### src/rtl/trap_ctrl_pkg.sv
// Shared definitions for the machine-mode trap sequencer: FSM states,
// standard mcause codes and mtvec mode encodings.
package trap_ctrl_pkg;

   typedef enum logic [1:0] {
      IDLE     = 2'd0,
      TRAP     = 2'd1,
      REDIRECT = 2'd2,
      MRET     = 2'd3
   } trap_state_e;

   localparam int CAUSE_ECALL_M = 11;
   localparam int CAUSE_MEI     = 11;
   localparam int CAUSE_MTI     = 7;

   localparam logic [1:0] MTVEC_DIRECT   = 2'b00;
   localparam logic [1:0] MTVEC_VECTORED = 2'b01;

endpackage

### src/rtl/trap_ctrl_if.sv
// Signal bundle between the core (MEM stage, CSR file, PC mux) and the
// trap sequencer. The core side is master, the sequencer is slave.
interface trap_ctrl_if #(
   parameter int XLEN = 32
);
   // MEM stage and interrupt inputs
   logic            mem_valid;
   logic [XLEN-1:0] mem_pc;
   logic            mem_ecall;
   logic            mem_mret;
   logic            ext_irq;
   logic            tmr_irq;
   // current CSR state
   logic            mstatus_mie;
   logic            mie_meie;
   logic            mie_mtie;
   logic [XLEN-1:0] mtvec;
   logic [XLEN-1:0] mepc_in;
   // pipeline control and CSR updates
   logic            flush;
   logic            redirect_en;
   logic [XLEN-1:0] redirect_pc;
   logic            mepc_we;
   logic [XLEN-1:0] mepc_wdata;
   logic            mcause_we;
   logic [XLEN-1:0] mcause_wdata;
   logic            mstatus_trap;
   logic            mstatus_mret;
   logic            busy;

   modport master (
      output mem_valid, mem_pc, mem_ecall, mem_mret, ext_irq, tmr_irq,
             mstatus_mie, mie_meie, mie_mtie, mtvec, mepc_in,
      input  flush, redirect_en, redirect_pc, mepc_we, mepc_wdata,
             mcause_we, mcause_wdata, mstatus_trap, mstatus_mret, busy
   );

   modport slave (
      input  mem_valid, mem_pc, mem_ecall, mem_mret, ext_irq, tmr_irq,
             mstatus_mie, mie_meie, mie_mtie, mtvec, mepc_in,
      output flush, redirect_en, redirect_pc, mepc_we, mepc_wdata,
             mcause_we, mcause_wdata, mstatus_trap, mstatus_mret, busy
   );

endinterface

### src/rtl/trap_ctrl.sv
// Machine-mode trap sequencer. Takes ECALL, MRET and enabled interrupts from
// the MEM stage, then walks TRAP (CSR writes) -> REDIRECT (fetch handler), or
// MRET (fetch mepc). Outputs are a pure decode of the state and the values
// captured at detection, so an asynchronous reset silences them at once.
module trap_ctrl
   import trap_ctrl_pkg::*;
#(
   parameter int XLEN        = 32,
   parameter int ECALL_CAUSE = CAUSE_ECALL_M,
   parameter int EXT_CAUSE   = CAUSE_MEI,
   parameter int TMR_CAUSE   = CAUSE_MTI
) (
   input  logic         clk,
   input  logic         rst,
   trap_ctrl_if.slave   bus
);

   localparam logic [XLEN-2:0] LP_ECALL = (XLEN-1)'(ECALL_CAUSE);
   localparam logic [XLEN-2:0] LP_EXT   = (XLEN-1)'(EXT_CAUSE);
   localparam logic [XLEN-2:0] LP_TMR   = (XLEN-1)'(TMR_CAUSE);

   trap_state_e     r_state;
   logic [XLEN-1:0] r_cap_epc;
   logic [XLEN-2:0] r_cap_cause;
   logic            r_cap_irq;

   logic            w_ext_p;
   logic            w_tmr_p;
   logic            w_irq_p;
   logic [XLEN-1:0] w_tvec_base;
   logic [XLEN-1:0] w_vec_off;
   logic            w_vectored;
   logic            w_unused;

   logic            w_flush;
   logic            w_redirect_en;
   logic [XLEN-1:0] w_redirect_pc;
   logic            w_mepc_we;
   logic [XLEN-1:0] w_mepc_wdata;
   logic            w_mcause_we;
   logic [XLEN-1:0] w_mcause_wdata;
   logic            w_mstatus_trap;
   logic            w_mstatus_mret;

   assign w_ext_p = bus.ext_irq & bus.mie_meie;
   assign w_tmr_p = bus.tmr_irq & bus.mie_mtie;
   assign w_irq_p = bus.mstatus_mie & (w_ext_p | w_tmr_p);

   // Modes 10 and 11 fall through to direct; only 01 vectors, and only for interrupts.
   assign w_tvec_base = {bus.mtvec[XLEN-1:2], 2'b00};
   assign w_vec_off   = XLEN'({r_cap_cause, 2'b00});
   assign w_vectored  = (bus.mtvec[1:0] == MTVEC_VECTORED) && r_cap_irq;

   // mepc is always word aligned on return; its low bits are never used.
   assign w_unused = ^bus.mepc_in[1:0];

   // Sequencer state and trap capture; new traps are only accepted from IDLE.
   always_ff @(posedge clk or negedge rst) begin
      if (!rst) begin
         r_state     <= IDLE;
         r_cap_epc   <= '0;
         r_cap_cause <= '0;
         r_cap_irq   <= 1'b0;
      end else begin
         case (r_state)
            IDLE: begin
               if (bus.mem_valid) begin
                  if (bus.mem_ecall) begin
                     r_cap_epc   <= bus.mem_pc;
                     r_cap_cause <= LP_ECALL;
                     r_cap_irq   <= 1'b0;
                     r_state     <= TRAP;
                  end else if (bus.mem_mret) begin
                     r_state     <= MRET;
                  end else if (w_irq_p) begin
                     // The MEM instruction is squashed and re-executed after return.
                     r_cap_epc   <= bus.mem_pc;
                     r_cap_cause <= w_ext_p ? LP_EXT : LP_TMR;
                     r_cap_irq   <= 1'b1;
                     r_state     <= TRAP;
                  end
               end
            end
            TRAP:     r_state <= REDIRECT;
            REDIRECT: r_state <= IDLE;
            MRET:     r_state <= IDLE;
            default:  r_state <= IDLE;
         endcase
      end
   end

   // Output decode from state and captured trap information.
   always_comb begin
      w_flush        = 1'b0;
      w_redirect_en  = 1'b0;
      w_redirect_pc  = '0;
      w_mepc_we      = 1'b0;
      w_mepc_wdata   = '0;
      w_mcause_we    = 1'b0;
      w_mcause_wdata = '0;
      w_mstatus_trap = 1'b0;
      w_mstatus_mret = 1'b0;
      case (r_state)
         TRAP: begin
            w_flush        = 1'b1;
            w_mepc_we      = 1'b1;
            w_mepc_wdata   = r_cap_epc;
            w_mcause_we    = 1'b1;
            w_mcause_wdata = {r_cap_irq, r_cap_cause};
            w_mstatus_trap = 1'b1;
         end
         REDIRECT: begin
            w_flush       = 1'b1;
            w_redirect_en = 1'b1;
            w_redirect_pc = w_vectored ? (w_tvec_base + w_vec_off) : w_tvec_base;
         end
         MRET: begin
            w_flush        = 1'b1;
            w_redirect_en  = 1'b1;
            w_redirect_pc  = {bus.mepc_in[XLEN-1:2], 2'b00};
            w_mstatus_mret = 1'b1;
         end
         default: begin
         end
      endcase
   end

   assign bus.flush        = w_flush;
   assign bus.redirect_en  = w_redirect_en;
   assign bus.redirect_pc  = w_redirect_pc;
   assign bus.mepc_we      = w_mepc_we;
   assign bus.mepc_wdata   = w_mepc_wdata;
   assign bus.mcause_we    = w_mcause_we;
   assign bus.mcause_wdata = w_mcause_wdata;
   assign bus.mstatus_trap = w_mstatus_trap;
   assign bus.mstatus_mret = w_mstatus_mret;
   assign bus.busy         = (r_state != IDLE);

endmodule

### src/flat_wrapper.sv
// flat-port wrapper written by rule: the top's interface ports become plain ports
module trap_ctrl_flat import trap_ctrl_pkg::*;
#(
   parameter int XLEN        = 32,
   parameter int ECALL_CAUSE = CAUSE_ECALL_M,
   parameter int EXT_CAUSE   = CAUSE_MEI,
   parameter int TMR_CAUSE   = CAUSE_MTI
)
  (clk, rst, bus_mem_valid, bus_mem_pc, bus_mem_ecall, bus_mem_mret, bus_ext_irq, bus_tmr_irq, bus_mstatus_mie, bus_mie_meie, bus_mie_mtie, bus_mtvec, bus_mepc_in, bus_flush, bus_redirect_en, bus_redirect_pc, bus_mepc_we, bus_mepc_wdata, bus_mcause_we, bus_mcause_wdata, bus_mstatus_trap, bus_mstatus_mret, bus_busy);
  trap_ctrl_if #(.XLEN(XLEN)) bus_i ();
  input  logic clk;
  input  logic rst;
  input wire logic [$bits(bus_i.mem_valid)-1:0] bus_mem_valid;
  input wire logic [$bits(bus_i.mem_pc)-1:0] bus_mem_pc;
  input wire logic [$bits(bus_i.mem_ecall)-1:0] bus_mem_ecall;
  input wire logic [$bits(bus_i.mem_mret)-1:0] bus_mem_mret;
  input wire logic [$bits(bus_i.ext_irq)-1:0] bus_ext_irq;
  input wire logic [$bits(bus_i.tmr_irq)-1:0] bus_tmr_irq;
  input wire logic [$bits(bus_i.mstatus_mie)-1:0] bus_mstatus_mie;
  input wire logic [$bits(bus_i.mie_meie)-1:0] bus_mie_meie;
  input wire logic [$bits(bus_i.mie_mtie)-1:0] bus_mie_mtie;
  input wire logic [$bits(bus_i.mtvec)-1:0] bus_mtvec;
  input wire logic [$bits(bus_i.mepc_in)-1:0] bus_mepc_in;
  output wire logic [$bits(bus_i.flush)-1:0] bus_flush;
  output wire logic [$bits(bus_i.redirect_en)-1:0] bus_redirect_en;
  output wire logic [$bits(bus_i.redirect_pc)-1:0] bus_redirect_pc;
  output wire logic [$bits(bus_i.mepc_we)-1:0] bus_mepc_we;
  output wire logic [$bits(bus_i.mepc_wdata)-1:0] bus_mepc_wdata;
  output wire logic [$bits(bus_i.mcause_we)-1:0] bus_mcause_we;
  output wire logic [$bits(bus_i.mcause_wdata)-1:0] bus_mcause_wdata;
  output wire logic [$bits(bus_i.mstatus_trap)-1:0] bus_mstatus_trap;
  output wire logic [$bits(bus_i.mstatus_mret)-1:0] bus_mstatus_mret;
  output wire logic [$bits(bus_i.busy)-1:0] bus_busy;
  assign bus_i.mem_valid = bus_mem_valid;
  assign bus_i.mem_pc = bus_mem_pc;
  assign bus_i.mem_ecall = bus_mem_ecall;
  assign bus_i.mem_mret = bus_mem_mret;
  assign bus_i.ext_irq = bus_ext_irq;
  assign bus_i.tmr_irq = bus_tmr_irq;
  assign bus_i.mstatus_mie = bus_mstatus_mie;
  assign bus_i.mie_meie = bus_mie_meie;
  assign bus_i.mie_mtie = bus_mie_mtie;
  assign bus_i.mtvec = bus_mtvec;
  assign bus_i.mepc_in = bus_mepc_in;
  assign bus_flush = bus_i.flush;
  assign bus_redirect_en = bus_i.redirect_en;
  assign bus_redirect_pc = bus_i.redirect_pc;
  assign bus_mepc_we = bus_i.mepc_we;
  assign bus_mepc_wdata = bus_i.mepc_wdata;
  assign bus_mcause_we = bus_i.mcause_we;
  assign bus_mcause_wdata = bus_i.mcause_wdata;
  assign bus_mstatus_trap = bus_i.mstatus_trap;
  assign bus_mstatus_mret = bus_i.mstatus_mret;
  assign bus_busy = bus_i.busy;
  trap_ctrl #(.XLEN(XLEN), .ECALL_CAUSE(ECALL_CAUSE), .EXT_CAUSE(EXT_CAUSE), .TMR_CAUSE(TMR_CAUSE)) u_core (.clk(clk), .rst(rst), .bus(bus_i));
endmodule
### config.mk
export PLATFORM = sky130hd
export DESIGN_NAME = trap_ctrl_flat
export DESIGN_NICKNAME = d
export VERILOG_FILES = /design/src/rtl/trap_ctrl_pkg.sv /design/src/rtl/trap_ctrl_if.sv /design/src/rtl/trap_ctrl.sv /design/src/flat_wrapper.sv
export SDC_FILE = /design/constraint.sdc
export NUM_CORES = 1
export LEC_CHECK = 0
export ABC_AREA = 1
export CAP_MARGIN = 0
export CORE_MARGIN = 1
export CORE_UTILIZATION = 40
export CTS_CLUSTER_DIAMETER = 120
export DETAILED_ROUTE_END_ITERATION = 6
export GPL_ROUTABILITY_DRIVEN = 0
export GPL_TIMING_DRIVEN = 0
export PLACE_DENSITY = 0.86
export SYNTH_ARGS = -nofsm -noshare
export SYNTH_HDL_FRONTEND = slang
export SYNTH_SLANG_ARGS = --single-unit
### constraint.sdc
create_clock -name clk -period 5.7 [get_ports clk]
set_input_delay 1.71 -clock clk [delete_from_list [all_inputs] [get_ports clk]]
set_output_delay 1.71 -clock clk [all_outputs]
set_load 0.005 [all_outputs]
# After elaboration in Yosys (flattened, before gate mapping)
# Cells that the tools add are included.
dict set report totals {
  output_inout_bits 103
  reg_bits 66
  elab_cells 47
  input_bits 106
}
dict set report op_classes {
  bitwise_logic 4
  eq_ne 7
  n_mux 23
  addsub 1
  n_reduce_logical 8
}
# operator count
set op_table {}
lappend op_table {{$mux 32} 6}
lappend op_table {{$mux 31} 3}
lappend op_table {{$pmux 32 s2} 1}
lappend op_table {{$add 32x32->32} 1}
lappend op_table {{$mux 2} 4}
lappend op_table {{$mux 1} 7}
lappend op_table {{$pmux 2 s3} 1}
lappend op_table {{$eq 2x1->1 const B} 2}
lappend op_table {{$eq 2x2->1 const B} 2}
lappend op_table {{$mux 4} 1}
lappend op_table {{$ne 2x2->1 const B} 2}
lappend op_table {{$ne 4x3->1 const B} 1}
lappend op_table {{$reduce_and 4->1} 1}
lappend op_table {{$reduce_bool 2->1} 2}
lappend op_table {{$and 1x1->1} 3}
lappend op_table {{$reduce_or 3->1} 1}
lappend op_table {{$logic_not 2->1} 1}
lappend op_table {{$reduce_and 2->1} 1}
lappend op_table {{$reduce_or 2->1} 1}
lappend op_table {{$logic_and 1x1->1} 1}
lappend op_table {{$or 1x1->1} 1}

# Depth between registers and ports, before layout
# Gate-level depths: netlist (run 1).
dict set report logic_depth {
  word_depth 8
  mapped_depth 13
  ltp_nobuf 13
}

# Worst setup path before layout (run 1)
# Ideal clock, no wire load.
dict set report synth_timing {
  path_kind {input port to output port}
  from {input port bus_mtvec[2]}
  to {output port bus_redirect_pc[14]}
  t_required_ps 3990
  setup_slack_ps 992
  n_path_buf 0
  arrival_time_ps 2998
  cell_stages 8
  path_cell_list {ha_1 > fa_1 > inv_1 > nor2_4 > o21ai_2 > nor2_4 > and2_1 > o21ai_0}
}
dict set report synth_between {
  elab_chain_len 3
}
# element line_no
set synth_rtl {}
lappend synth_rtl {{from (decl)} flat_wrapper.sv:22} ;# input wire logic [$bits(bus_i.mtvec)-1:0] bus_mtvec;
lappend synth_rtl {{$add 32x32->32} trap_ctrl.sv:115} ;# w_redirect_pc = w_vectored ? (w_tvec_base + w_vec_off) : w_tvec_base;
lappend synth_rtl {{$mux 32} trap_ctrl.sv:115}
lappend synth_rtl {{$pmux 32 s2} trap_ctrl.sv:103} ;# case (r_state)
lappend synth_rtl {{to (decl)} flat_wrapper.sv:26} ;# output wire logic [$bits(bus_i.redirect_pc)-1:0] bus_redirect_pc;
# Every way passes these cells.

# Worst setup path in the final report (run 1)
dict set report layout_timing {
  from {input port bus_mtvec[2]}
  to {output port bus_redirect_pc[24]}
}
# Same word-level chain as after synthesis.

==> results.yml, run 1 <==
power:
  p_per_area_nw_per_um2: 218
  power_leakage_nw: 2.66
  p_total_mw: 1.24
  vdd.ir_drop.worst_mv: 0.190
global_route:
  grt_pass1_vias: 3961
  grt_max_degree: 39
  grt_use_total: 0.256
  grt_pass1_wl_um: 17900
  antenna_found_initial: 0
  grt-ovfl-total: 0
worst_setup_path:
  start_kind: "input port"
  path_class: "in -> out"
  r2r_setup_slack_ns: 4.09
  arrival_ns: 3.81
  reg2regPathDepth: 8
  crit_top_cell: "nor2_4"
  cp_max_fo: 4
  slowest_stage: "clkdlybuf4s50_1"
  cpPeakStageDelay_ns: 0.50
  path_cells: "dlygate4sd2_1 > ha_2 > fa_2 > inv_2 > nor2_4 > nor2_4 > nor2_4 > nand3_4 > nor2_4 > buf_4 > nand3_1 > nand3_1 > nand2_1 > clkdlybuf4s50_1"
  r2r-end: "u_core.r_cap_epc[6]$_DFFE_PN0P_"
  end_kind: "output pin"
  required_ns: 3.99
  r2r_start: "u_core.r_state[1]$_DFFE_PN0P_"
clocking:
  clockBufferDepth: 2
  ctsRootBufferMaster: "clkbuf_8"
  numClockSinks: 38
  ctsHtreeMaxLevel: 2
  cts_buffers: 5
  clk_pin_slew_worst_paths_ns: 0.09
  tritoncts: "yes"
  worst_skew_pair.late_latency_ns: 0.29
  holdBufCountCts: 0
die:
  die_w_um: 94.5
  fp-row-count: 33
  start_util: 0.415
  die_y_um: 94.5
  die_area_sq_um: 8930
  io_pins: 209
  fp.coreArea_sq_um: 8260
cells_and_area:
  areaGrowthSynthToFinish_pct: 65.1
  final_common_cell: "clkdlybuf4s50_1"
  fin_nets: 872
  n_antenna_cell: 0
  drive_gt1_frac: 0.135
  finalInstanceArea_sq_um: 5660
  final_cell_mix: "clkdlybuf4s50_1, nand2_1, nor2_1"
  fillers: 679
sta:
  tightest_slew_ns: 0.821
  clock.fmax_ghz: 0.181
  fin_crit_sh: 0.969
  fin_skew_ns: 0.0108
  hold_viol: 0
  whs_ns: 0.494
  maxSlewHeadroom: 0.452
  setup_viol: 0
  fin_crit_ns: 5.52
  rsz0062_at_grt: "no"
  slew_viol_final: 0
placement:
  io_buffers: 177
  postPlaceCellArea_sq_um: 5430
  dp.final_hpwl_um: 9250
route:
  vias: 4116
  drtAntennaViolNets: 0
  first_iter_violations: 136
  drc: 0
  viasPerCell: 4.75
  wl_per_cell_um: 13.3
  wl_um: 11600
  firstDrtPassIters: 4
synth:
  synthTopCellsByArea: "dfrtp_1, nand2_1, buf_4, nor2_1, inv_1"
  synth_largest_area_cell: "dfrtp_1"
  synth_top_area_frac: 0.278
  ys_seq_area_frac: 0.278
  yosysWarnings: 0
  syn_area_per_cell_sq_um: 6.28
  synth_cells: 545
  syn_area_sq_um: 3420
  ys_seq_elements: 38
  ys_types: 41
min_path:
  hp-class: "reg -> reg"
  holdPathEnd: "u_core.r_cap_irq$_DFFE_PN0P_"
  hold_path_depth: 2
  hp-start: "u_core.r_cap_irq$_DFFE_PN0P_"
run:
  maxCapViolCount: 0
outcome:
  status: "finished clean"
-- worst max-delay path, delay by kind of cell --
kind / cells / cell delay [ns]
and+or+nand+nor: 8 / 0.56
adders and majority gates: 2 / 0.55
buffers and inverters: 4 / 0.98
-- where the power goes --
group | switching (mW) | internal [mW] | total (mW)
sequential | 0.0312 | 0.354 | 0.385
combinational | 0.280 | 0.291 | 0.571
clock | 0.104 | 0.175 | 0.279
-- per-stage QoR --
step / std cells / TNS, ns / worst slack, ns / util
floorplan: 573 / 0 / 0.992 / -
global placement: 855 / -0.280 / -0.0859 / 0.658
detailed placement: 855 / -0.870 / -0.152 / 0.657
CTS: 865 / -0.00343 / -0.00343 / 0.678
global route: 867 / 0 / 0.00635 / 0.685
finish: 867 / 0 / 0.176 / 0.685
-- cell type report --
cell class              count  area, sq um  area share
flip-flops and latches     38          951       0.168
clock buffers               5         68.8      0.0122
inverters                  75          282      0.0498
well taps                 105          131      0.0232
repair buffers            181         1800       0.319
plain buffers              52          382      0.0675
multi-input cells         408         1970       0.348
clock inverters             3         68.8      0.0122
-- state kept, by name (all words and copies together) (netlist names) --
signal,flops
u_core.r_cap_irq,1
u_core.r_cap_epc,32
u_core.r_cap_cause,3
u_core.r_state,2
-- synthesized netlist by cell type --
cell	count
a21oi_1	11
a21oi_2	3
a22o_1	1
a31o_2	1
and2_1	1
and3_1	1
buf_1	2
buf_2	2
buf_4	36
buf_6	5
clkbuf_1	5
clkbuf_2	1
clkbuf_8	1
clkinv_1	1
conb_1	1
dfrtp_1	38
fa_1	1
ha_1	4
inv_1	69
inv_2	5
nand2_1	159
nand2_2	9
nand3_1	26
nand3_2	1
nand3_4	1
nand3b_1	1
nand4_1	9
nor2_1	70
nor2_2	6
nor2_4	5
nor3_1	2
nor3_2	2
nor3_4	1
nor4_1	1
o211ai_1	1
o21ai_0	21
o21ai_1	32
o21ai_2	1
o21bai_1	6
or2_1	1
xor2_1	1
-- repair_timing --
action                                  CTS  global route
buffers inserted                          2             2
endpoints found under the setup margin    9            15
pin swaps                                 3             2
gates resized for setup                   7            11
-- layer usage --
metal / global-route usage / wire (um) / vias to the layer above
li1: - / - / 2059
met3: 0.0620 / 1230 / 21
met1: 0.273 / 4220 / 1846
met2: 0.483 / 5840 / 190
met4: 0.0960 / 270 / 0
met5: 0 / 0 / -
-- worst max-delay path by stage --
stage,startpoint,cells past startpoint,slack (ns),to
2_1_floorplan,bus_mtvec[2],8,0.99,bus_redirect_pc[14]
3_3_place_gp,bus_mtvec[2],11,-0.09,bus_redirect_pc[10]
3_5_place_dp,bus_mtvec[2],13,-0.15,bus_redirect_pc[20]
4_1_cts,bus_mtvec[3],11,-0.003,bus_redirect_pc[27]
5_1_grt,bus_mtvec[9],10,0.006,bus_redirect_pc[31]
6_report,bus_mtvec[2],14,0.18,bus_redirect_pc[24]
-- kinds of logic after synthesis --
kind of cell / after synthesis / share of synthesized area
buf+inv: 127 / 0.194
compound gates: 77 / 0.124
xor+xnor: 1 / 0.00256
fa+ha+maj: 5 / 0.0205
flops: 38 / 0.278
simple gates: 296 / 0.380
other cells: 1 / 0.00110
No activity file was read; power rests on OpenSTA's default activity.
==> inputs of run 2 (changes only) <==
Settings changed: CTS_BUF_LIST set to sky130_fd_sc_hd__clkbuf_8.
==> results of run 2 <==
Final layout, timing and power as in run 1 (identical DEF).
==> inputs of run 3 (changes only) <==
Settings changed: RECOVER_POWER set to 25, TNS_END_PERCENT set to 5.
==> results.yml, run 3 (same netlist as run 1, synthesis figures left out) <==
outcome:
  status: "finished with violations"
  violations: "max-capacitance violations, max-slew violations"
global_route:
  grt_use_total: 0.255
  grt_pass1_wl_um: 17900
  grt_max_degree: 39
  grt_pass1_vias: 3951
  antenna_found_initial: 0
  grt-ovfl-total: 0
sta:
  fin_crit_ns: 5.49
  fin_skew_ns: 0.0110
  maxSlewHeadroom: -0.310
  slew_viol_final: 39
  clock.fmax_ghz: 0.182
  whs_ns: 0.494
  setup_viol: 0
  tightest_slew_ns: 1.96
  fin_crit_sh: 0.962
  tns_ns: 0
  hold_viol: 0
min_path:
  hp-class: "reg -> reg"
die:
  die_area_sq_um: 8930
  die_y_um: 94.5
  start_util: 0.415
  io_pins: 209
  fp-row-count: 33
  fp.coreArea_sq_um: 8260
  die_w_um: 94.5
route:
  viasPerCell: 4.74
  drtAntennaViolNets: 0
  drc: 0
  wl_um: 11600
  wl_per_cell_um: 13.4
  vias: 4123
  firstDrtPassIters: 4
  first_iter_violations: 154
worst_setup_path:
  start_kind: "input port"
  required_ns: 3.99
  end_kind: "output pin"
  arrival_ns: 3.78
  r2r_setup_slack_ns: 4.07
  cp_max_fo: 5
  path_class: "in -> out"
power:
  power_leakage_nw: 2.68
  vdd.ir_drop.worst_mv: 0.190
  p_total_mw: 1.24
  p_per_area_nw_per_um2: 218
cells_and_area:
  fin_nets: 874
  n_antenna_cell: 0
  final_common_cell: "clkdlybuf4s50_1"
  regMostFlops: "u_core.r_cap_epc"
  final_cell_mix: "clkdlybuf4s50_1, nand2_1, nor2_1"
  drive_gt1_frac: 0.131
  areaGrowthSynthToFinish_pct: 65.2
  finish.utilization: 0.685
  reg.largest.list: "u_core.r_cap_epc (32), u_core.r_cap_cause (3), u_core.r_state (2)"
  fillers: 681
  final_cells: 869
  largest_reg_flops: 32
clocking:
  worst_skew_pair.late_latency_ns: 0.29
  clk_pin_slew_worst_paths_ns: 0.09
  clockBufferDepth: 2
  holdBufCountCts: 0
  ctsHtreeMaxLevel: 2
  ctsRootBufferMaster: "clkbuf_8"
  tritoncts: "yes"
  cts_buffers: 5
  numClockSinks: 38
placement:
  dp.final_hpwl_um: 9250
  io_buffers: 177
  dp.cells: 855
run:
  maxCapViolCount: 1
==> run 3: changes by cell type in the layout (fill, tap and decap cells not counted), sizes merged <==
cell and delta:
dlygate4sd2 -1, dlymetal6s2s +1, clkbuf +1, buf +1
==> run 3: metrics by stage <==
| stage | setup slack, ns | cell area, sq um |
|---|---|---|
| 3_3_place_gp | -0.0859 | 5430 |
| 5_1_grt | -0.00396 | 5660 |
| 2_1_floorplan | 0.992 | 3530 |
| 3_5_place_dp | -0.152 | 5430 |
| 4_1_cts | -0.0389 | 5580 |
| 6_report | 0.214 | 5660 |
==> run 3: cell type report <==
cell class / count / area (sq um) / area share
Buffer: 52 / 382 / 0.0674
Clock buffer: 5 / 68.8 / 0.0122
Clock inverter: 3 / 68.8 / 0.0122
Inverter: 75 / 282 / 0.0498
Multi-Input combinational cell: 408 / 1950 / 0.345
Sequential cell: 38 / 951 / 0.168
Tap cell: 105 / 131 / 0.0232
Timing Repair Buffer: 183 / 1820 / 0.322
==> run 3: layer usage <==
metal,up-vias,track usage,wire (um)
met1,1823,0.272,4200
met5,-,0,0
met3,26,0.0620,1230
li1,2067,-,-
met4,0,0.0960,346
met2,207,0.482,5840
==> run 3: final timing paths <==
path	startpoint	endpoint	depth (start not counted)
setup / recovery	bus_mtvec[2]	bus_redirect_pc[14]	11
hold / removal	u_core.r_cap_irq$_DFFE_PN0P_	u_core.r_cap_irq$_DFFE_PN0P_	2
min in group asynchronous	rst	u_core.r_cap_epc[15]$_DFFE_PN0P_	1
max in group asynchronous	rst	u_core.r_cap_epc[28]$_DFFE_PN0P_	1
hold reg to reg	u_core.r_cap_irq$_DFFE_PN0P_	u_core.r_cap_irq$_DFFE_PN0P_	2
setup reg to reg	u_core.r_state[1]$_DFFE_PN0P_	u_core.r_cap_epc[6]$_DFFE_PN0P_	8
==> run 3: what timing repair did <==
| item | 4_1_cts | 5_1_grt |
|---|---|---|
| endpoints found under the setup margin | 9 | 20 |
| setup buffers | 1 | 5 |
| pin swaps | 2 | 4 |
| resized for setup | 5 | 8 |
==> run 3: where the power goes <==
group	total, mW	internal, mW	switching (mW)
clock network	0.279	0.175	0.104
registers	0.386	0.354	0.0314
logic	0.571	0.292	0.279
==> run 3: critical path, cell delays in order <==
cell	delay [ns]
dlymetal6s2s_1	0.15
ha_2	0.21
fa_2	0.37
inv_2	0.09
nor2_4	0.05
buf_4	0.13
o21ai_2	0.20
nor2_4	0.07
and2_1	0.13
o21ai_0	0.15
clkdlybuf4s50_1	0.51
